File: src/rtl/param_integer_datapath.sv
// param_integer_datapath
// Parametrised integer datapath: register file (R0 hardwired to zero, write
// data bypassed to same-cycle reads), registered S/T operand latches, a
// single-cycle ALU with registered result and NZCV flags, an iterative
// multiply/divide unit loading HI/LO, and a Y-mux choosing the output and
// write-back value.
//
// Ports
//   clk, reset          rising-edge clock, asynchronous active-low reset
//   D_En, D_Addr        register-file write enable / address (data = ALU_OUT)
//   S_Addr, T_Addr      register-file read addresses
//   DT, T_Sel           alternate T operand and its select (1: DT)
//   FS                  function select (0x1C..0x1F are multiply/divide)
//   md_start            request a multiply/divide for the MD code on FS
//   DY, PC_In           memory/I/O data (registered as D_in), program counter
//   Y_Sel               output mux: 0 HI, 1 LO, 2 ALU result, 3 D_in, 4-7 PC_In
//   N, Z, C, V          registered ALU flags
//   md_busy, md_done    MD unit running / one-cycle completion pulse
//   D_OUT               RT latch contents
//   ALU_OUT             Y-mux output, also the register-file write data
//
// MD handshake: md_start is accepted only while md_busy is low (this
// includes the md_done cycle); md_busy and md_done are registered.
module param_integer_datapath #(
    parameter int WIDTH = 32,
    parameter int NREGS = 32,
    localparam int AW = $clog2(NREGS)
) (
    input  logic             clk,
    input  logic             reset,
    input  logic             D_En,
    input  logic [AW-1:0]    D_Addr,
    input  logic [AW-1:0]    S_Addr,
    input  logic [AW-1:0]    T_Addr,
    input  logic [WIDTH-1:0] DT,
    input  logic             T_Sel,
    input  logic [4:0]       FS,
    input  logic             md_start,
    input  logic [WIDTH-1:0] DY,
    input  logic [WIDTH-1:0] PC_In,
    input  logic [2:0]       Y_Sel,
    output logic             N,
    output logic             Z,
    output logic             C,
    output logic             V,
    output logic             md_busy,
    output logic             md_done,
    output logic [WIDTH-1:0] D_OUT,
    output logic [WIDTH-1:0] ALU_OUT
);

    localparam int SW = $clog2(WIDTH);
    localparam logic [WIDTH-1:0] ONE      = {{(WIDTH-1){1'b0}}, 1'b1};
    localparam logic [WIDTH:0]   ONE_X    = {{WIDTH{1'b0}}, 1'b1};
    localparam logic [SW-1:0]    LAST_CNT = SW'(WIDTH - 1);

    // ------------------------------------------------------------------
    // Register file with bypass
    // ------------------------------------------------------------------
    logic [WIDTH-1:0] regs [NREGS];
    logic             wr_en;
    logic [WIDTH-1:0] s_read, t_read;

    assign wr_en = D_En && (D_Addr != '0);

    always_ff @(posedge clk or negedge reset) begin
        if (!reset) begin
            for (int i = 0; i < NREGS; i++) regs[i] <= '0;
        end else if (wr_en) begin
            regs[D_Addr] <= ALU_OUT;
        end
    end

    // A write to the address being read returns the value being written.
    always_comb begin
        s_read = (S_Addr == '0) ? '0 : regs[S_Addr];
        t_read = (T_Addr == '0) ? '0 : regs[T_Addr];
        if (wr_en && (D_Addr == S_Addr)) s_read = ALU_OUT;
        if (wr_en && (D_Addr == T_Addr)) t_read = ALU_OUT;
    end

    // ------------------------------------------------------------------
    // Operand latches and D_in
    // ------------------------------------------------------------------
    logic [WIDTH-1:0] rs, rt, d_in;

    always_ff @(posedge clk or negedge reset) begin
        if (!reset) begin
            rs   <= '0;
            rt   <= '0;
            d_in <= '0;
        end else begin
            rs   <= s_read;
            rt   <= T_Sel ? DT : t_read;
            d_in <= DY;
        end
    end

    assign D_OUT = rt;

    // ------------------------------------------------------------------
    // ALU
    // ------------------------------------------------------------------
    logic             is_md;
    logic [WIDTH:0]   sum;
    logic [WIDTH-1:0] alu_res;
    logic             alu_c, alu_v;
    logic [SW-1:0]    shamt;

    assign is_md = (FS[4:2] == 3'b111);
    assign shamt = rt[SW-1:0];

    always_comb begin
        sum     = '0;
        alu_res = '0;
        alu_c   = 1'b0;
        alu_v   = 1'b0;
        case (FS)
            5'h00: alu_res = rs;
            5'h01: alu_res = rt;
            5'h02, 5'h03: begin
                sum     = {1'b0, rs} + {1'b0, rt};
                alu_res = sum[WIDTH-1:0];
                alu_c   = sum[WIDTH];
                alu_v   = (FS == 5'h02) && (rs[WIDTH-1] == rt[WIDTH-1])
                          && (alu_res[WIDTH-1] != rs[WIDTH-1]);
            end
            5'h04, 5'h05: begin
                // C is not-borrow: carry out of S + ~T + 1
                sum     = {1'b0, rs} + {1'b0, ~rt} + ONE_X;
                alu_res = sum[WIDTH-1:0];
                alu_c   = sum[WIDTH];
                alu_v   = (FS == 5'h04) && (rs[WIDTH-1] != rt[WIDTH-1])
                          && (alu_res[WIDTH-1] != rs[WIDTH-1]);
            end
            5'h06: alu_res = ($signed(rs) < $signed(rt)) ? ONE : '0;
            5'h07: alu_res = (rs < rt) ? ONE : '0;
            5'h08: alu_res = rs & rt;
            5'h09: alu_res = rs | rt;
            5'h0A: alu_res = rs ^ rt;
            5'h0B: alu_res = ~(rs | rt);
            5'h0C: alu_res = rs << shamt;
            5'h0D: alu_res = rs >> shamt;
            5'h0E: alu_res = $unsigned($signed(rs) >>> shamt);
            5'h0F: begin
                sum     = {1'b0, rs} + ONE_X;
                alu_res = sum[WIDTH-1:0];
                alu_c   = sum[WIDTH];
                alu_v   = !rs[WIDTH-1] && alu_res[WIDTH-1];
            end
            5'h10: begin
                // S - 1 as S + all-ones; carry out is not-borrow
                sum     = {1'b0, rs} + {1'b0, {WIDTH{1'b1}}};
                alu_res = sum[WIDTH-1:0];
                alu_c   = sum[WIDTH];
                alu_v   = rs[WIDTH-1] && !alu_res[WIDTH-1];
            end
            default: alu_res = '0;
        endcase
    end

    logic [WIDTH-1:0] result;

    // MD codes leave the result register and flags untouched.
    always_ff @(posedge clk or negedge reset) begin
        if (!reset) begin
            result <= '0;
            N <= 1'b0;
            Z <= 1'b0;
            C <= 1'b0;
            V <= 1'b0;
        end else if (!is_md) begin
            result <= alu_res;
            N <= alu_res[WIDTH-1];
            Z <= (alu_res == '0);
            C <= alu_c;
            V <= alu_v;
        end
    end

    // ------------------------------------------------------------------
    // Multiply/divide unit: FSM (three processes) + iteration datapath
    // ------------------------------------------------------------------
    typedef enum logic {MD_IDLE, MD_RUN} md_state_t;
    md_state_t md_state, md_next;

    logic          md_load, md_step, md_last;
    logic [SW-1:0] md_cnt;

    always_ff @(posedge clk or negedge reset) begin
        if (!reset) md_state <= MD_IDLE;
        else        md_state <= md_next;
    end

    always_comb begin
        md_next = md_state;
        case (md_state)
            MD_IDLE: if (md_start && is_md) md_next = MD_RUN;
            MD_RUN:  if (md_cnt == LAST_CNT) md_next = MD_IDLE;
            default: md_next = MD_IDLE;
        endcase
    end

    always_comb begin
        md_busy = (md_state == MD_RUN);
        md_load = (md_state == MD_IDLE) && md_start && is_md;
        md_step = (md_state == MD_RUN);
        md_last = (md_state == MD_RUN) && (md_cnt == LAST_CNT);
    end

    // Signed operations run unsigned on magnitudes; signs are fixed up at the end.
    logic             md_div, neg_q, neg_r, md_dvz;
    logic [WIDTH-1:0] md_a;        // multiplicand or divisor magnitude
    logic [WIDTH-1:0] acc_hi;      // partial product high / partial remainder
    logic [WIDTH-1:0] acc_lo;      // multiplier bits / dividend-quotient bits
    logic [WIDTH-1:0] md_dividend; // original dividend for divide-by-zero
    logic [WIDTH-1:0] hi, lo;

    logic             a_neg, b_neg;
    logic [WIDTH-1:0] mag_a, mag_b;

    always_comb begin
        a_neg = FS[1] && rs[WIDTH-1];
        b_neg = FS[1] && rt[WIDTH-1];
        mag_a = a_neg ? -rs : rs;
        mag_b = b_neg ? -rt : rt;
    end

    logic [WIDTH:0]   msum, trial;
    logic [WIDTH-1:0] nxt_hi, nxt_lo;
    logic [2*WIDTH-1:0] prod;
    logic [WIDTH-1:0] fin_hi, fin_lo;

    always_comb begin
        msum   = {1'b0, acc_hi} + (acc_lo[0] ? {1'b0, md_a} : '0);
        trial  = {acc_hi, acc_lo[WIDTH-1]} - {1'b0, md_a};
        nxt_hi = '0;
        nxt_lo = '0;
        prod   = '0;
        fin_hi = '0;
        fin_lo = '0;
        if (!md_div) begin
            // shift-add: add multiplicand if LSB set, then shift {hi,lo} right
            nxt_hi = msum[WIDTH:1];
            nxt_lo = {msum[0], acc_lo[WIDTH-1:1]};
            prod   = {nxt_hi, nxt_lo};
            if (neg_q) prod = -prod;
            fin_hi = prod[2*WIDTH-1:WIDTH];
            fin_lo = prod[WIDTH-1:0];
        end else begin
            // restoring: keep the subtraction only when it does not go negative
            if (!trial[WIDTH]) begin
                nxt_hi = trial[WIDTH-1:0];
                nxt_lo = {acc_lo[WIDTH-2:0], 1'b1};
            end else begin
                nxt_hi = {acc_hi[WIDTH-2:0], acc_lo[WIDTH-1]};
                nxt_lo = {acc_lo[WIDTH-2:0], 1'b0};
            end
            if (md_dvz) begin
                fin_hi = md_dividend;
                fin_lo = '1;
            end else begin
                fin_hi = neg_r ? -nxt_hi : nxt_hi;
                fin_lo = neg_q ? -nxt_lo : nxt_lo;
            end
        end
    end

    always_ff @(posedge clk or negedge reset) begin
        if (!reset) begin
            md_cnt      <= '0;
            md_div      <= 1'b0;
            neg_q       <= 1'b0;
            neg_r       <= 1'b0;
            md_dvz      <= 1'b0;
            md_a        <= '0;
            acc_hi      <= '0;
            acc_lo      <= '0;
            md_dividend <= '0;
            hi          <= '0;
            lo          <= '0;
            md_done     <= 1'b0;
        end else begin
            md_done <= md_last;
            if (md_load) begin
                md_cnt      <= '0;
                md_div      <= FS[0];
                neg_q       <= a_neg ^ b_neg;
                neg_r       <= a_neg;
                md_dvz      <= (rt == '0);
                md_dividend <= rs;
                acc_hi      <= '0;
                if (FS[0]) begin
                    md_a   <= mag_b;
                    acc_lo <= mag_a;
                end else begin
                    md_a   <= mag_a;
                    acc_lo <= mag_b;
                end
            end else if (md_step) begin
                md_cnt <= md_cnt + 1'b1;
                acc_hi <= nxt_hi;
                acc_lo <= nxt_lo;
            end
            if (md_last) begin
                hi <= fin_hi;
                lo <= fin_lo;
            end
        end
    end

    // ------------------------------------------------------------------
    // Y-mux
    // ------------------------------------------------------------------
    always_comb begin
        case (Y_Sel)
            3'd0:    ALU_OUT = hi;
            3'd1:    ALU_OUT = lo;
            3'd2:    ALU_OUT = result;
            3'd3:    ALU_OUT = d_in;
            default: ALU_OUT = PC_In;
        endcase
    end

endmodule

File: config.mk
export PLATFORM = sky130hd
export DESIGN_NAME = param_integer_datapath
export DESIGN_NICKNAME = d
export VERILOG_FILES = /design/src/rtl/param_integer_datapath.sv
export SDC_FILE = /design/constraint.sdc
export NUM_CORES = 2
export LEC_CHECK = 0
export CAP_MARGIN = 25
export CORE_MARGIN = 10
export CORE_UTILIZATION = 27
export CTS_CLUSTER_SIZE = 30
export DETAILED_ROUTE_END_ITERATION = 16
export PLACE_DENSITY = 0.53
export REMOVE_ABC_BUFFERS = 1
export SETUP_SLACK_MARGIN = 0.4
export SLEW_MARGIN = 0
export SYNTH_ARGS = -nofsm -noshare
export SYNTH_HDL_FRONTEND = slang
export SYNTH_SLANG_ARGS = --single-unit
File: constraint.sdc
create_clock -name clk -period 5.55 [get_ports clk]
set_input_delay 0.8325 -clock clk [delete_from_list [all_inputs] [get_ports clk]]
set_output_delay 0.8325 -clock clk [all_outputs]
set_load 0.02 [all_outputs]
==> impl_results.md <==
- Core Box Area: 321400 um2
- CTS clk-pin slew, worst paths: 0.06 ns
- Hold Violations, Final: 0
- Syn Inst Count: 9546
- Synth Flop Type: dfrtp_1
- Post-Synth XOR/XNOR Area: 2.860%
- RePlAce Congestion: 1.027
- Comb pwr share: 46.1%
- Clock Skew: 0.1059 ns
- # port buffers: 193
- Final period util: 90.85%
- Power Dens Cells: 474.8 nW/um2
- Fmax achieved: 198.3 MHz
- Leak: 0.04197 uW
- Detail Placement HPWL: 284.5 mm
- CTS root buffer: clkbuf_16
- Setup TNS: 0 ns
- Synth Area in Compound Gates: 20.18%
- Clock power frac: 22.9%
- Via density: 5.749
- Worst-margin pin slew: 1.204 ns
- Setup Viol. Count Final: 0
- Critical path data required time: 6.28 ns
- Die Y: 588.5 um
- VDD IR max: 0.0003319 V
- Starting DRT DRC Count: 9101
- Antenna-violating nets left: 0
- Hold WS: 0.4019 ns
- Async SR Flop Fraction: 100.0%
- Synth warnings: 0
- WL final: 410.0 mm
- Mapped Avg Cell Area: 9.141 um2
- Drt wl/cell: 29.55 um
- Initial Util: 27.15%
- Number of placed I/O pins: 194
- Worst path arrival time: 5.77 ns
- Max_cap viols: 0
- Outcome: completed
- Sequential share of the synthesized area: 38.94%
- CTS buffer count: 166
- Max-slew violation count: 0
- Std cell rows: 208
- Total net switching power: 20760 uW
- Die Wd: 588.5 um
- Worst Setup Start Kind: flop
- DR vias: 79770
- Sink Count: 1358
- Tmin final: 5.042 ns
- Endpoint class of the critical path: flop
- H-tree depth: 4
- Area grow syn2layout: 16.31%
- Register share of total power: 31.0%
- CTS tree: built
- Overall Global Routing Usage: 22.52%
- Number of fill cells: 33160
- Fin nets: 9744
- Synth cell types: 95
- Skew-Pair Late Insertion Delay: 0.90 ns
- Drt first pass iters: 7
- Slew HR: 19.73%
- Longest Clk Path Bufs: 4
- First-pass GRT wire length: 580.6 mm
- Grt ovf: 0
- Number of synthesized flops with an enable pin: 0
- Pint: 27440 uW
- Mux cell area share after synthesis: 17.80%
- Die ar.: 346300 um2
- Largest net degree at the start of global routing: 166
- # DRC: 0
- Largest family of logic cells by synthesized area: compound AO/OA/AOI/OAI gates
- Crit Path Max Fanout: 7
- Hold Crit Class: reg -> reg
- Share of cells above drive strength 1: 15.03%
- Sw Share: 43.07%
- Final core occ: 31.58%
- Initial antenna violation count: 42
- RSZ-0062 raised after global routing: yes
- Count of state elements after synthesis: 1358
- Mapped cell area: 87260 um2
- Vias in the first global route: 77740
- Simple-gate area share of the yosys netlist: 12.73%
- CP Class: reg -> reg
- Adder-cell area share of the yosys netlist: 2.630%
## layer usage
layer	global-route usage [%]	vias up	part of all wire, %
met5	0	-	0.029
met4	9.777	18	5.3
met3	4.770	944	8.9
met2	35.15	4116	44
met1	30.14	40220	41
li1	-	34460	-
## path summary, 6_finish.rpt
check / endpoint / cells after the start / slack, ns / startpoint
setup / recovery: Z / 17 / 0.51 / rs[0]
hold / removal: regs[1013] / 0 / 0.40 / regs[1013]
setup reg to reg: Z / 17 / 0.51 / rs[0]
hold reg to reg: regs[1013] / 0 / 0.40 / regs[1013]
max in group asynchronous: rs[19] / 3 / 3.27 / reset
min in group asynchronous: regs[947] / 2 / 0.58 / reset
## power by group through the flow
stage / Combinational, uW / Clock, uW / Sequential [uW]
global placement: 21400 / 0 / 14800
detailed placement: 21500 / 0 / 15000
global route: 24000 / 11600 / 15200
floorplan: 13700 / 0 / 14500
finish: 22200 / 11000 / 14900
CTS: 21700 / 11200 / 14800
## what timing repair did
| item | 4_1_cts | 5_1_grt |
|---|---|---|
| hold endpoints to repair | 0 | 1 |
| endpoints found under the setup margin | 7 | 28 |
| gates resized for setup | 16 | 40 |
| pin swaps | 1 | 4 |
| setup buffers | 0 | 2 |
| hold buffers | 0 | 1 |
## through the flow
step / worst slack (ns) / cells / cell area (um2) / total power, uW
floorplan: -0.9008 / 8638 / 83820 / 28150
global placement: 0.09999 / 13570 / 95730 / 36200
detailed placement: 0.1760 / 13570 / 95840 / 36510
CTS: 0.4223 / 13860 / 101200 / 47750
global route: 0.3623 / 13860 / 101500 / 50780
finish: 0.5080 / 13870 / 101500 / 48190
## sequential cells by signal, summed over array words and instances, names as in the netlist, 5 cells and up
register and count:
acc_hi 32, lo 32, md_cnt 5, hi 32, rs 32, acc_lo 32
regs 1024, result 31, d_in 32, md_a 32, D_OUT 32, md_dividend 32
## synthesized netlist by cell type, drive strengths merged, types with 94 or more instances
| cell type | number | area, um2 |
|---|---|---|
| xnor2 | 221 | 1936 |
| o211ai | 94 | 705.7 |
| mux4 | 391 | 8806 |
| clkbuf | 778 | 2922 |
| a22oi | 158 | 1186 |
| mux2i | 507 | 5075 |
| nand2 | 1057 | 3975 |
| a21oi | 890 | 4454 |
| nand3 | 96 | 480.5 |
| o21ai | 1086 | 5435 |
| inv | 201 | 754.5 |
| ha | 177 | 2215 |
| nor2 | 1041 | 3924 |
| dfrtp | 1358 | 33980 |
| a221oi | 153 | 1340 |
| nor3 | 101 | 533.0 |
| buf | 130 | 526.8 |
| mux2 | 147 | 1655 |
## kinds of logic (layout without fill, tap and decap cells)
| group | after synthesis | count (layout) |
|---|---|---|
| buffers and inverters | 1117 | 1127 |
| AOI/OAI and AO/OA | 2942 | 2942 |
| and+or+nand+nor | 2618 | 2618 |
| muxes | 1045 | 1045 |
| DFF | 1358 | 1358 |
| xor gates and xnor gates | 285 | 285 |
| adders and majority gates | 181 | 181 |
| other | 0 | 13 |
## area by class of cell
type | instances | area (um2) | area share, %
diodes | 13 | 32.53 | 0.03205
repair buffers | 633 | 5911 | 5.824
clock buffers | 236 | 4808 | 4.738
inverters | 209 | 788.3 | 0.7766
well taps | 4305 | 5386 | 5.307
multi-input cells | 7071 | 50040 | 49.30
clock inverters | 49 | 523.0 | 0.5153
flip-flops and latches | 1358 | 34010 | 33.51
## critical path: stages, from the launching register on
cell	delay (ns)
dfrtp_2	0.46
inv_1	0.11
buf_4	0.16
ha_1	0.28
or3b_2	0.49
nor3_2	0.31
buf_4	0.18
nand3_1	0.31
nor4_1	0.46
xnor2_1	0.18
nor2_1	0.10
a2111oi_0	0.36
o21ai_1	0.27
nor3_1	0.37
nand4_1	0.26
nor3_1	0.25
and4_1	0.22
a41o_1	0.17
## placed cells by master, fill, tap and decap left out, types with 22 or more instances in the layout
cell type        count
a211oi_1            40
a21o_1              46
a21oi_1            886
a221oi_1           151
a22o_1              23
a22oi_1            158
a31oi_1             46
and3_1              31
buf_12              50
buf_4              389
clkbuf_1            32
clkbuf_16          167
clkbuf_8            38
clkdlybuf4s50_1    177
clkinv_2            25
dfrtp_1           1344
ha_1               174
inv_1              195
mux2_2             147
mux2i_1            475
mux2i_4             32
mux4_2             391
nand2_1           1040
nand2b_1            32
nand3_1             92
nand4_1             50
nor2_1            1021
nor2b_1             22
nor3_1              93
nor4_1              35
o211ai_1            94
o21a_1              24
o21ai_0           1076
o221ai_1            44
o22ai_1             90
o31ai_1             36
or3_1               31
xnor2_1            219
xor2_1              64
Power figures use the tool's default switching activity.
